### config.mk
export PLATFORM = sky130hd
export DESIGN_NAME = worksheet_loader
export DESIGN_NICKNAME = d
export VERILOG_FILES = /design/src/rtl/worksheet_pkg.sv /design/src/rtl/ascii_num_acc.sv /design/src/rtl/worksheet_loader.sv
export SDC_FILE = /design/constraint.sdc
export NUM_CORES = 1
export LEC_CHECK = 0
export CAP_MARGIN = 15
export CELL_PAD_IN_SITES_DETAIL_PLACEMENT = 1
export CELL_PAD_IN_SITES_GLOBAL_PLACEMENT = 1
export CORE_MARGIN = 1
export CORE_UTILIZATION = 39
export DETAILED_ROUTE_END_ITERATION = 8
export GPL_TIMING_DRIVEN = 0
export PLACE_DENSITY = 0.86
export SLEW_MARGIN = 20
export SYNTH_ARGS = -nofsm -noshare
export SYNTH_HDL_FRONTEND = slang
export SYNTH_SLANG_ARGS = --single-unit
### constraint.sdc
create_clock -name clk -period 5.5 [get_ports clk]
set_clock_uncertainty 0.15 [all_clocks]
set_input_delay 1.1 -clock clk [delete_from_list [all_inputs] [get_ports clk]]
set_output_delay 1.1 -clock clk [all_outputs]
set_load 0.1 [all_outputs]
### src/rtl/worksheet_pkg.sv
// Shared constants, line/op codes and state enum for the worksheet loader and compactor.
package worksheet_pkg;
    localparam int unsigned DATA_WIDTH = 16;
    localparam int unsigned MAX_COLS   = 1000;
    localparam int unsigned LINE_W     = 3;

    localparam logic [LINE_W-1:0] LINE_OP = 3'd4;
    localparam logic              OP_MUL  = 1'b0;
    localparam logic              OP_ADD  = 1'b1;

    typedef enum logic [2:0] {
        S_IDLE,
        S_NUM,
        S_OPS,
        S_DONE,
        S_ERR
    } state_e;
endpackage

### src/rtl/ascii_num_acc.sv
// Decimal digit accumulator: value = value*10 + digit, with overflow flag for the pending digit.
module ascii_num_acc #(
    parameter int unsigned DATA_WIDTH = worksheet_pkg::DATA_WIDTH
) (
    input  logic                  clk,
    input  logic                  rst,
    input  logic                  clr,
    input  logic                  dig_en,
    input  logic [3:0]            digit,
    output logic [DATA_WIDTH-1:0] value,
    output logic                  ovf_c
);
    localparam int unsigned EXT_W = DATA_WIDTH + 4;

    logic [EXT_W-1:0] next_c;

    // Four extra bits hold value*10+9 without wrapping.
    assign next_c = (EXT_W'(value) * EXT_W'(10)) + EXT_W'(digit);
    assign ovf_c  = dig_en && (next_c[EXT_W-1:DATA_WIDTH] != '0);

    always_ff @(posedge clk) begin
        if (rst || clr) begin
            value <= '0;
        end else if (dig_en && !ovf_c) begin
            value <= next_c[DATA_WIDTH-1:0];
        end
    end
endmodule

### src/rtl/worksheet_loader.sv
// Parses an ASCII worksheet (four number lines plus an op line) into column-memory writes.
// Define LOADER_CHECKSUM_EN to keep a running 64-bit sum of number-line writes.
module worksheet_loader #(
    parameter int unsigned DATA_WIDTH = worksheet_pkg::DATA_WIDTH,
    parameter int unsigned MAX_COLS   = worksheet_pkg::MAX_COLS
) (
    input  logic                        clk,
    input  logic                        rst,
    input  logic                        start,
    input  logic                        in_valid,
    output logic                        in_ready,
    input  logic [7:0]                  in_data,
    input  logic                        in_last,
    output logic                        wr_en,
    output logic [2:0]                  wr_line,
    output logic [$clog2(MAX_COLS)-1:0] wr_col,
    output logic [DATA_WIDTH-1:0]       wr_data,
    output logic                        done,
    output logic                        error,
    output logic [$clog2(MAX_COLS):0]   num_cols,
    output logic [63:0]                 checksum
);
    import worksheet_pkg::LINE_OP;
    import worksheet_pkg::OP_MUL;
    import worksheet_pkg::OP_ADD;
    import worksheet_pkg::state_e;
    import worksheet_pkg::S_IDLE;
    import worksheet_pkg::S_NUM;
    import worksheet_pkg::S_OPS;
    import worksheet_pkg::S_DONE;
    import worksheet_pkg::S_ERR;

    localparam int unsigned COL_W  = $clog2(MAX_COLS);
    localparam int unsigned NCOL_W = COL_W + 1;

    state_e                  state_q, state_nx;
    logic [2:0]              line_q, line_nx;
    logic [NCOL_W-1:0]       col_q, col_nx, col_inc, end_cols, num_cols_nx;
    logic                    have_tok_q, have_tok_nx;
    logic                    wr_en_nx;
    logic [2:0]              wr_line_nx;
    logic [COL_W-1:0]        wr_col_nx;
    logic [DATA_WIDTH-1:0]   wr_data_nx;
    logic                    done_nx, error_nx, in_ready_nx;
    logic                    clear_all, acc_clr, acc_dig, acc_ovf_c, fault, wr_req, line_end;
    logic [DATA_WIDTH-1:0]   acc_value;
    logic                    xfer, is_digit, is_sp, is_nl, is_cr, is_mul, is_add, is_op, col_full;

    assign xfer     = in_valid && in_ready;
    assign is_digit = (in_data >= 8'h30) && (in_data <= 8'h39);
    assign is_sp    = (in_data == 8'h20);
    assign is_nl    = (in_data == 8'h0A);
    assign is_cr    = (in_data == 8'h0D);
    assign is_mul   = (in_data == 8'h2A);
    assign is_add   = (in_data == 8'h2B);
    assign is_op    = is_mul || is_add;
    assign col_inc  = col_q + NCOL_W'(1);
    assign col_full = (col_q >= NCOL_W'(MAX_COLS));

    ascii_num_acc #(.DATA_WIDTH(DATA_WIDTH)) u_acc (
        .clk    (clk),
        .rst    (rst),
        .clr    (acc_clr),
        .dig_en (acc_dig),
        .digit  (in_data[3:0]),
        .value  (acc_value),
        .ovf_c  (acc_ovf_c)
    );

    // State register.
    always_ff @(posedge clk) begin
        if (rst) begin
            state_q <= S_IDLE;
        end else begin
            state_q <= state_nx;
        end
    end

    // Next-state and next-output decode; a fault on a byte suppresses its write.
    always_comb begin
        state_nx    = state_q;
        line_nx     = line_q;
        col_nx      = col_q;
        num_cols_nx = num_cols;
        have_tok_nx = have_tok_q;
        wr_line_nx  = wr_line;
        wr_col_nx   = wr_col;
        wr_data_nx  = wr_data;
        done_nx     = done;
        error_nx    = error;
        clear_all   = 1'b0;
        acc_clr     = 1'b0;
        acc_dig     = 1'b0;
        fault       = 1'b0;
        wr_req      = 1'b0;
        line_end    = 1'b0;
        end_cols    = col_q;

        case (state_q)
            S_IDLE, S_DONE, S_ERR: begin
                if (start) begin
                    clear_all = 1'b1;
                    state_nx  = S_NUM;
                end
            end
            S_NUM: begin
                if (xfer) begin
                    end_cols = have_tok_q ? col_inc : col_q;
                    if (in_last) begin
                        fault = 1'b1;
                    end else if (is_digit) begin
                        acc_dig     = 1'b1;
                        have_tok_nx = 1'b1;
                        fault       = acc_ovf_c;
                    end else if (is_sp || is_nl) begin
                        wr_req      = have_tok_q;
                        acc_clr     = 1'b1;
                        have_tok_nx = 1'b0;
                        line_end    = is_nl && (end_cols != '0);
                        if (have_tok_q && col_full) fault = 1'b1;
                        if (line_end && (line_q != '0) && (end_cols != num_cols)) fault = 1'b1;
                        col_nx = line_end ? '0 : end_cols;
                        if (line_end) begin
                            line_nx = line_q + 3'd1;
                            if (line_q == '0) num_cols_nx = end_cols;
                            if (line_q == 3'd3) state_nx = S_OPS;
                        end
                    end else if (!is_cr) begin
                        fault = 1'b1;
                    end
                    if (wr_req) begin
                        wr_line_nx = line_q;
                        wr_col_nx  = col_q[COL_W-1:0];
                        wr_data_nx = acc_value;
                    end
                end
            end
            S_OPS: begin
                if (xfer) begin
                    end_cols = is_op ? col_inc : col_q;
                    if (!(is_op || is_sp || is_nl || is_cr)) begin
                        fault = 1'b1;
                    end else begin
                        wr_req = is_op;
                        if (is_op && col_full) fault = 1'b1;
                        if (is_nl || in_last) begin
                            if (end_cols == '0) begin
                                fault = in_last;
                            end else if (end_cols != num_cols) begin
                                fault = 1'b1;
                            end else begin
                                state_nx = S_DONE;
                                done_nx  = 1'b1;
                            end
                        end
                        if (is_op) col_nx = col_inc;
                    end
                    if (wr_req) begin
                        wr_line_nx = LINE_OP;
                        wr_col_nx  = col_q[COL_W-1:0];
                        wr_data_nx = DATA_WIDTH'(is_add ? OP_ADD : OP_MUL);
                    end
                end
            end
            default: state_nx = S_IDLE;
        endcase

        if (fault) begin
            state_nx = S_ERR;
            error_nx = 1'b1;
            done_nx  = 1'b0;
            wr_req   = 1'b0;
        end

        if (clear_all) begin
            line_nx     = '0;
            col_nx      = '0;
            num_cols_nx = '0;
            have_tok_nx = 1'b0;
            done_nx     = 1'b0;
            error_nx    = 1'b0;
            acc_clr     = 1'b1;
        end

        wr_en_nx    = wr_req;
        in_ready_nx = (state_nx != S_IDLE);
    end

    // Datapath and output registers.
    always_ff @(posedge clk) begin
        if (rst) begin
            line_q     <= '0;
            col_q      <= '0;
            have_tok_q <= 1'b0;
            num_cols   <= '0;
            wr_en      <= 1'b0;
            wr_line    <= '0;
            wr_col     <= '0;
            wr_data    <= '0;
            done       <= 1'b0;
            error      <= 1'b0;
            in_ready   <= 1'b0;
        end else begin
            line_q     <= line_nx;
            col_q      <= col_nx;
            have_tok_q <= have_tok_nx;
            num_cols   <= num_cols_nx;
            wr_en      <= wr_en_nx;
            wr_line    <= wr_line_nx;
            wr_col     <= wr_col_nx;
            wr_data    <= wr_data_nx;
            done       <= done_nx;
            error      <= error_nx;
            in_ready   <= in_ready_nx;
        end
    end

`ifdef LOADER_CHECKSUM_EN
    // Sum lands in the same cycle the write is presented.
    always_ff @(posedge clk) begin
        if (rst || clear_all) begin
            checksum <= '0;
        end else if (wr_en_nx && (wr_line_nx != LINE_OP)) begin
            checksum <= checksum + 64'(wr_data_nx);
        end
    end
`else
    assign checksum = '0;
`endif
endmodule

======== Word level (Yosys, flattened, before mapping) ========
Cells that the tools add are included.
W data, S select, Z words.
operators by class
  magnitude comparators ................... 3
  $add $sub $neg .......................... 3
  reduce and logical (&&, ||, !) cells .... 36
  $mul .................................... 1
  bitwise operators ....................... 4
  equality and inequality tests ........... 20
  muxes and demuxes ....................... 79
operators by type and width
  kind                     number
  $mux W11                 9
  $mux W16                 4
  $mux W3                  17
  $mux W10                 4
  $mux W1                  38
  $pmux W16 S2             1
  $eq A8 B6 Y1 const B     3
  $ne A11 B11 Y1           2
  $pmux W11 S2             1
  $add A20 B4 Y20          1
  $pmux W10 S2             1
  $mul A16 B3 Y19 const B  1
  $eq A8 B4 Y1 const B     2
  $ne A2 B2 Y1 const B     8
  $reduce_and A7 Y1        2
  $reduce_and A6 Y1        2
  $add A11 B1 Y11 const B  1
  $ge A11 B10 Y1 const B   1
  $logic_not A11 Y1        1
  $reduce_bool A11 Y1      1
  $eq A3 B2 Y1 const B     3
  $logic_and A1 B1 Y1      9
  $pmux W3 S3              1
  $ge A8 B6 Y1 const B     1
  other kinds (17)         32
word-level totals
  register bits ........................... 78
  input bits .............................. 13

======== Depth between registers and ports, before layout ========
Gate-level depths: netlist (run 1).
  word-level depth ........................ 14
  depth in mapped cells ................... 14

======== Hierarchy ========
Synthesis (run 1) repeated with hierarchy kept, for this count alone.
unflattened totals
  cell total of the unflattened synthesis .. 874
  area total of the unflattened synthesis .. 6780.3 µm²
by module, submodules not included
  module            cells an instance  area each (µm²)  instances
  worksheet_loader  607                4628.2           1
  ascii_num_acc     267                2152.1           1

======== Worst setup path after synthesis (run 1) ========
OpenSTA, ideal clock, no wires.
  kind .................................... register to register
  start point ............................. register u_acc.value[1]
  end point ............................... register u_acc.value[0]
  required time ........................... 5222 ps
  arrival ................................. 3910 ps
  cell stages (with the launch flop) ...... 14
  path slack .............................. 1312 ps
  library setup time ...................... 128 ps
  clock period less this slack ............ 4188 ps
  cell sequence ........................... dfxtp_1 -> ha_1 -> ha_1 -> fa_1 -> a211oi_1 -> nor2_1 -> o211ai_1 -> o311ai_1 -> a2111oi_0 -> mux2_2 -> nor4_4 -> buf_2 -> mux2i_1 -> nor2_1
between the ends
  cells in the longest elaborated chain, start to end .. 6
ends and longest elaborated chain
  item                    line                 source
  from (decl)             ascii_num_acc.sv:10  output logic [DATA_WIDTH-1:0] value,
  from (signal assigned)  ascii_num_acc.sv:25  value <= next_c[DATA_WIDTH-1:0];
  $mul A16 B3 Y19         ascii_num_acc.sv:18  assign next_c = (EXT_W'(value) * EXT_W'(10)) + EXT_W'(digit);
  $add A20 B4 Y20         ascii_num_acc.sv:18
  $reduce_bool A4 Y1      ascii_num_acc.sv:19  assign ovf_c = dig_en && (next_c[EXT_W-1:DATA_WIDTH] != '0);
  $logic_and A1 B1 Y1     ascii_num_acc.sv:19
  $logic_not A1 Y1        ascii_num_acc.sv:24  end else if (dig_en && !ovf_c) begin
  $logic_and A1 B1 Y1     ascii_num_acc.sv:24
No other way between the ends.
A chain may end at the register's enable or synchronous reset.

======== Final worst setup path (run 1) ========
  start point ............................. register u_acc.value[1]
  end point ............................... register in_ready
between the ends
  cells in the longest elaborated chain, start to end .. 10
ends and longest elaborated chain
  item                  line                     source
  $mul A16 B3 Y19       ascii_num_acc.sv:18
  $add A20 B4 Y20       ascii_num_acc.sv:18
  $reduce_bool A4 Y1    ascii_num_acc.sv:19
  $logic_and A1 B1 Y1   ascii_num_acc.sv:19
  $mux W1               worksheet_loader.sv:111  end else if (is_digit) begin
  $mux W1               worksheet_loader.sv:109  if (in_last) begin
  $mux W1               worksheet_loader.sv:107  if (xfer) begin
  $pmux W1 S2           worksheet_loader.sv:99   case (state_q)
  $mux W3               worksheet_loader.sv:168  if (fault) begin
  $reduce_bool A3 Y1    worksheet_loader.sv:186  in_ready_nx = (state_nx != S_IDLE);
  to (signal assigned)  worksheet_loader.sv:214  in_ready <= in_ready_nx;
  to (decl)             worksheet_loader.sv:11   output logic in_ready,
No other way between the ends.

==> results of run 1 <==
==> cells by family (layout without fill, tap and decap cells) <==
logic type / Yosys count / count (layout) / share of synthesized area
other: 1 / 64 / 0.000595
buffers and inverters: 137 / 206 / 0.122
xor gates and xnor gates: 62 / 62 / 0.0862
muxes: 13 / 13 / 0.0209
and+or+nand+nor: 279 / 279 / 0.220
adders and majority gates: 38 / 38 / 0.0779
DFF: 78 / 78 / 0.248
AOI/OAI and AO/OA: 201 / 201 / 0.225
==> stage by stage <==
step / hold slack [ps] / setup WS, ps / utilization
2_1_floorplan: 304 / 1310 / -
3_3_place_gp: 295 / 367 / 0.465
3_5_place_dp: 300 / 356 / 0.465
4_1_cts: 311 / 590 / 0.486
5_1_grt: 329 / 299 / 0.486
6_report: 310 / 617 / 0.486
==> worst max-delay path, cell delays in order (launching register included) <==
cell	delay, ps
dfxtp_1	430
ha_1	270
ha_1	240
fa_1	410
a211oi_1	450
nor2_1	150
o211ai_1	430
o311ai_1	220
a2111oi_0	480
mux2_2	440
o31ai_1	560
nor2_1	230
a211o_1	330
==> flip-flops by register name, summed over array words and instances, names as in the netlist <==
name,cells
line_q,3
wr_col,10
done,1
wr_en,1
col_q,11
have_tok_q,1
wr_line,3
wr_data,16
error,1
in_ready,1
state_q,3
num_cols,11
u_acc.value,16
==> layout make-up <==
type | instances | area [um^2]
plain buffers | 112 | 676
clock buffers | 10 | 229
clock inverters | 4 | 97.6
fillers | 1988 | 8140
inverters | 25 | 93.8
multi-input cells | 657 | 4210
flip-flops and latches | 78 | 1560
well taps | 216 | 270
repair buffers | 55 | 551
==> where the power goes <==
part,switching (W),internal (W)
combinational,0.000244,0.0000535
sequential,0.00000173,0.000567
clock,0.000250,0.000439
total,0.000495,0.00106
==> cell usage after synthesis, types with 11 or more instances <==
cell / number
inv_1: 25
xnor2_1: 35
dfxtp_1: 78
xor2_1: 27
nor3_1: 21
a22oi_1: 21
ha_1: 36
nand4_1: 11
nand3_1: 21
nand2_1: 60
a21oi_1: 48
clkbuf_1: 34
buf_4: 64
mux2i_1: 12
a211oi_1: 21
o21ai_0: 20
nor2_1: 99
==> worst paths after layout <==
check	from	end	depth (start not counted)
setup / recovery	u_acc.value[1]$_SDFFE_PP0P_	in_ready$_SDFF_PP0_	12
setup reg to reg	u_acc.value[1]$_SDFFE_PP0P_	in_ready$_SDFF_PP0_	12
hold / removal	wr_col[9]$_SDFFE_PP0P_	wr_col[9]$_SDFFE_PP0P_	2
hold reg to reg	wr_col[9]$_SDFFE_PP0P_	wr_col[9]$_SDFFE_PP0P_	2
==> per-layer routing <==
metal  vias up  part of all wire
li1       3044                 -
met1      3053              0.40
met2       191              0.52
met3        47             0.044
met4         0             0.035
met5         -                 0
==> out/summary.txt, run 1 <==
Seq/Total Area, Yosys: 0.248
Nets: 989
CP max FO: 5
Max-Cap Viols: 0
DR iter-0 viols: 356
Pleak: 3.11 nW
initial antenna violation count: 0
Via-to-Cell Ratio: 5.48
gpl congestion: 0.908
root buf cell: clkbuf_16
setup TNS: 0 ps
vias: 6,335
most frequent cells in the layout: nor2_1, dfxtp_1, buf_4, conb_1, nand2_1
dpl cell area: 0.00736 mm^2
cell count after placement: 1,143
Slew Limit Fails: 0
Worst Hold Class: flip-flop to flip-flop
status: finished, final reports clean
Final Cell Area: 0.00769 mm^2
min cycle time layout: 4880 ps
GR Util met3: 0.0462
largest net degree at the start of global routing: 13
FF+latch count, synth: 78
# H-tree levels: 3
Synth async-reset ratio: 0
Synth cell types: 78
Num CTS Buffers: 9
Rows: 46
Final ANT Viol Nets: 0
Global Route Usage Sum: 0.244
PortBufs: 55
Rel. slew slack: 0.332
leading cell type in the layout, fill and taps excluded: nor2_1
met2 Resource Use GR: 0.446
CTS tree: done
Starting Density: 0.398
synth warn: 0
Worst-Margin Slew: 999 ps
EDFF count, synth: 0
crit end category: flip-flop
hold violation count in the final report: 0
Die W: 129 um
max frequency: 0.205 GHz
CORE AREA: 0.0158 mm^2
maximum clock path buffer count: 2
syn_area_per_cell: 7.78 um^2
1st-pass router iterations: 5
P&R area growth vs syn: 22.1%
Overall Power: 0.00155 W
Avg WL per Cell: 17.4 um
n_diodes: 0
top cells by area, synth: dfxtp_1, buf_4, ha_1
RSZ-0062 raised after global routing: false
non-filler instance count after layout: 1,157
grt met1 use: 0.271
setup bufs post-CTS: 0
die area: 0.0167 mm^2
first-pass GRT wire length: 31,400 um
Crit Path Class: flip-flop to flip-flop
Critical Path RT: 5590 ps
pwr dens: 202 mW/mm^2
Max rail drop VDD: 0.147 mV
busiest grt layer: met2
vias in the first global route: 6,082
Post-Syn Area: 0.00630 mm^2
Data arrival, critical path: 4980 ps
Gate Count Post-Synth: 809
Die H: 129 um
crit path launch type: flip-flop
period utilisation layout: 0.888
Setup-failing EPs final: 0
CTS clock-pin slew for the worst setup and hold paths: 60 ps
GRT overflow: 0
drt drc: 0
Synth top area share: 0.248
fraction of layout cells with a size suffix above 1: 0.115
clock sinks: 78
hold-fix buffers at CTS: 0
Post-CTS Resized: 0
I/O Pins: 121
Post-Route WL: 20,100 um
post-synth top area cell: dfxtp_1
DP HPWL: 15,100 um
Worst-Skew Late Latency: 350 ps
FF-to-FF setup slack: 620 ps
Synth Flop Type: dfxtp_1
Power figures use the tool's default switching activity.
==> inputs of run 2 (changes only) <==
- CORE_UTILIZATION: 39 -> 30
- PLACE_DENSITY: 0.86 -> 0.7
==> run 2 against run 1 <==
  * Sequential power barely moved
  * Sequential share of layout area is 0.086 points lower
  * Largest cell class unchanged
  * Register-to-register slack better by 30 ps
==> out/summary.txt, run 2 (synthesized netlist as in run 1, its figures left out) <==
most frequent cells in the layout: nor2_1, dfxtp_1, buf_4, conb_1, nand2_1
initial antenna violation count: 0 (unchanged)
internal power: 0.000973 W (-8.1%)
gpl congestion: 0.849 (-6.4%)
Rows: 52 (+13%)
hold-fix buffers at CTS: 0 (unchanged)
n_diodes: 0 (unchanged)
Worst path max stage delay: 730 ps (+170 ps)
DR iter-0 viols: 328 (-7.9%)
Crit Path Class: input pin to flip-flop
Die H: 147 um (+14%)
fraction of layout cells with a size suffix above 1: 0.116 (+0.000817)
Avg WL per Cell: 16.9 um (-2.9%)
setup bufs post-CTS: 0 (unchanged)
Worst Hold Class: flip-flop to flip-flop
RSZ-0062 raised after global routing: false
crit end category: flip-flop
hold_ws: 309 ps (-0.842 ps)
Setup-failing EPs final: 0 (unchanged)
maximum clock path buffer count: 2 (unchanged)
I/O Pins: 121 (unchanged)
vias: 6,222 (-1.8%)
# H-tree levels: 3 (unchanged)
setup TNS: 0 ps (unchanged)
PortBufs: 55 (unchanged)
Post-Route WL: 20,500 um (+1.8%)
leading cell type in the layout, fill and taps excluded: nor2_1
CP cell instances: clkdlybuf4s50_1 -> or4_4 -> buf_6 -> or4_1 -> clkbuf_1 -> nor4_1 -> a311oi_1 -> nor4_1 -> nand4_1 -> nand3_1 -> nor2_1 -> a211o_1
clock sinks: 78 (unchanged)
pwr dens: 192 mW/mm^2 (-4.9%)
Pleak: 3.09 nW (-0.60%)
period utilisation layout: 0.898 (+0.00995)
GRT overflow: 0 (unchanged)
Critical Path RT: 5600 ps (about the same)
status: finished, final reports clean
Max-Cap Viols: 0 (unchanged)
crit path launch type: input pin
root buf cell: clkbuf_16
CORE AREA: 0.0204 mm^2 (+29%)
Via-to-Cell Ratio: 5.13 (-6.3%)
1st-pass router iterations: 5 (unchanged)
CTS tree: done
top flop regs: u_acc.value (16), wr_data (16)
switching part of the total: 0.344 (+0.0258)
vias in the first global route: 6,051 (-0.51%)
sequential power share: 0.383 (+0.017)
hold violation count in the final report: 0 (unchanged)
first-pass GRT wire length: 32,400 um (+3.1%)
CP max FO: 9 (+4)
cell mode on critical path: nor4_1
Max rail drop VDD: 0.135 mV (-7.8%)
die area: 0.0216 mm^2 (+30%)
largest net degree at the start of global routing: 14 (+1)
Rel. slew slack: 0.336 (+0.00426)
P_sw: 0.000511 W (+3.2%)
Post-CTS Resized: 0 (unchanged)
Slowest cell on crit path: nor4_1
DP HPWL: 15,800 um (+4.4%)
FILL cells: 2,548 (+28%)
Global Route Usage Sum: 0.191 (-0.0530)
min cycle time layout: 4940 ps (+54.7 ps)
Comb power frac: 0.200 (+0.009)
Worst-Margin Slew: 993 ps (-6.37 ps)
Worst-Skew Late Latency: 360 ps (about the same)
Clock power frac: 0.417 (-0.026)
max frequency: 0.203 GHz (-1.1%)
Num CTS Buffers: 9 (unchanged)
drt drc: 0 (unchanged)
Slew Limit Fails: 0 (unchanged)
Data arrival, critical path: 5040 ps (+60 ps)
Die W: 147 um (+14%)
Final ANT Viol Nets: 0 (unchanged)
Nets: 989 (unchanged)
CTS clock-pin slew for the worst setup and hold paths: 60 ps (about the same)
P&R area growth vs syn: 22.7%
Starting Density: 0.308 (-0.0896)
-- run 2: changes by cell type in the layout (fill, tap and decap cells not counted), sizes merged --
| cell | before | now |
|---|---|---|
| clkinvlp | 1 | 2 |
| inv | 25 | 26 |
| clkbuf | 44 | 45 |
| bufinv | 3 | 1 |
| clkinv | 0 | 1 |
-- run 2: final cells by class --
type / instances / area [um^2] / area share
clock inverter: 5 / 58.8 / 0.00761
inverter: 25 / 93.8 / 0.0121
sequential: 78 / 1560 / 0.202
clock buffer: 11 / 233 / 0.0301
tap: 270 / 338 / 0.0437
multi-input combinational: 657 / 4210 / 0.545
buffer: 112 / 676 / 0.0875
timing repair buffer: 55 / 551 / 0.0713
-- run 2: final timing paths --
kind                                             startpoint                          end  slack [ps]  cells after the start
worst max-delay path                             in_data[2]          in_ready$_SDFF_PP0_         560                     12
worst min-delay path                 wr_col[9]$_SDFFE_PP0P_       wr_col[9]$_SDFFE_PP0P_         310                      2
worst max register to register  u_acc.value[1]$_SDFFE_PP0P_  u_acc.value[0]$_SDFFE_PP0P_         650                     13
worst min register to register       wr_col[9]$_SDFFE_PP0P_       wr_col[9]$_SDFFE_PP0P_         310                      2
-- run 2: metal layers --
metal,up-vias,share of wire,track usage
li1,3043,-,-
met1,3039,0.44,0.229
met2,120,0.52,0.346
met3,20,0.034,0.0348
met4,0,0.014,0.0495
met5,-,0,0
-- run 2: worst max-delay path, delay by kind of cell --
family,cells,cell delay (ps)
buf+inv,3,930
compound gates,2,400
simple gates,7,2580
-- run 2: power by group through the flow --
stage,combinational [W],clock (W),sequential (W)
2_1_floorplan,0.000257,0,0.000588
3_3_place_gp,0.000294,0,0.000581
3_5_place_dp,0.000295,0,0.000581
4_1_cts,0.000295,0.000632,0.000568
5_1_grt,0.000306,0.000652,0.000568
6_report,0.000297,0.000619,0.000568
-- run 2: per-stage QoR --
step	worst slack [ps]	util	cells	instance area, um^2	total power [W]
2_1_floorplan	1310	-	872	6530	0.000845
3_5_place_dp	329	0.364	1197	7430	0.000876
6_report	563	0.378	1213	7720	0.00148
3_3_place_gp	273	0.363	1197	7420	0.000875
4_1_cts	630	0.378	1213	7720	0.00149
5_1_grt	319	0.378	1213	7720	0.00153
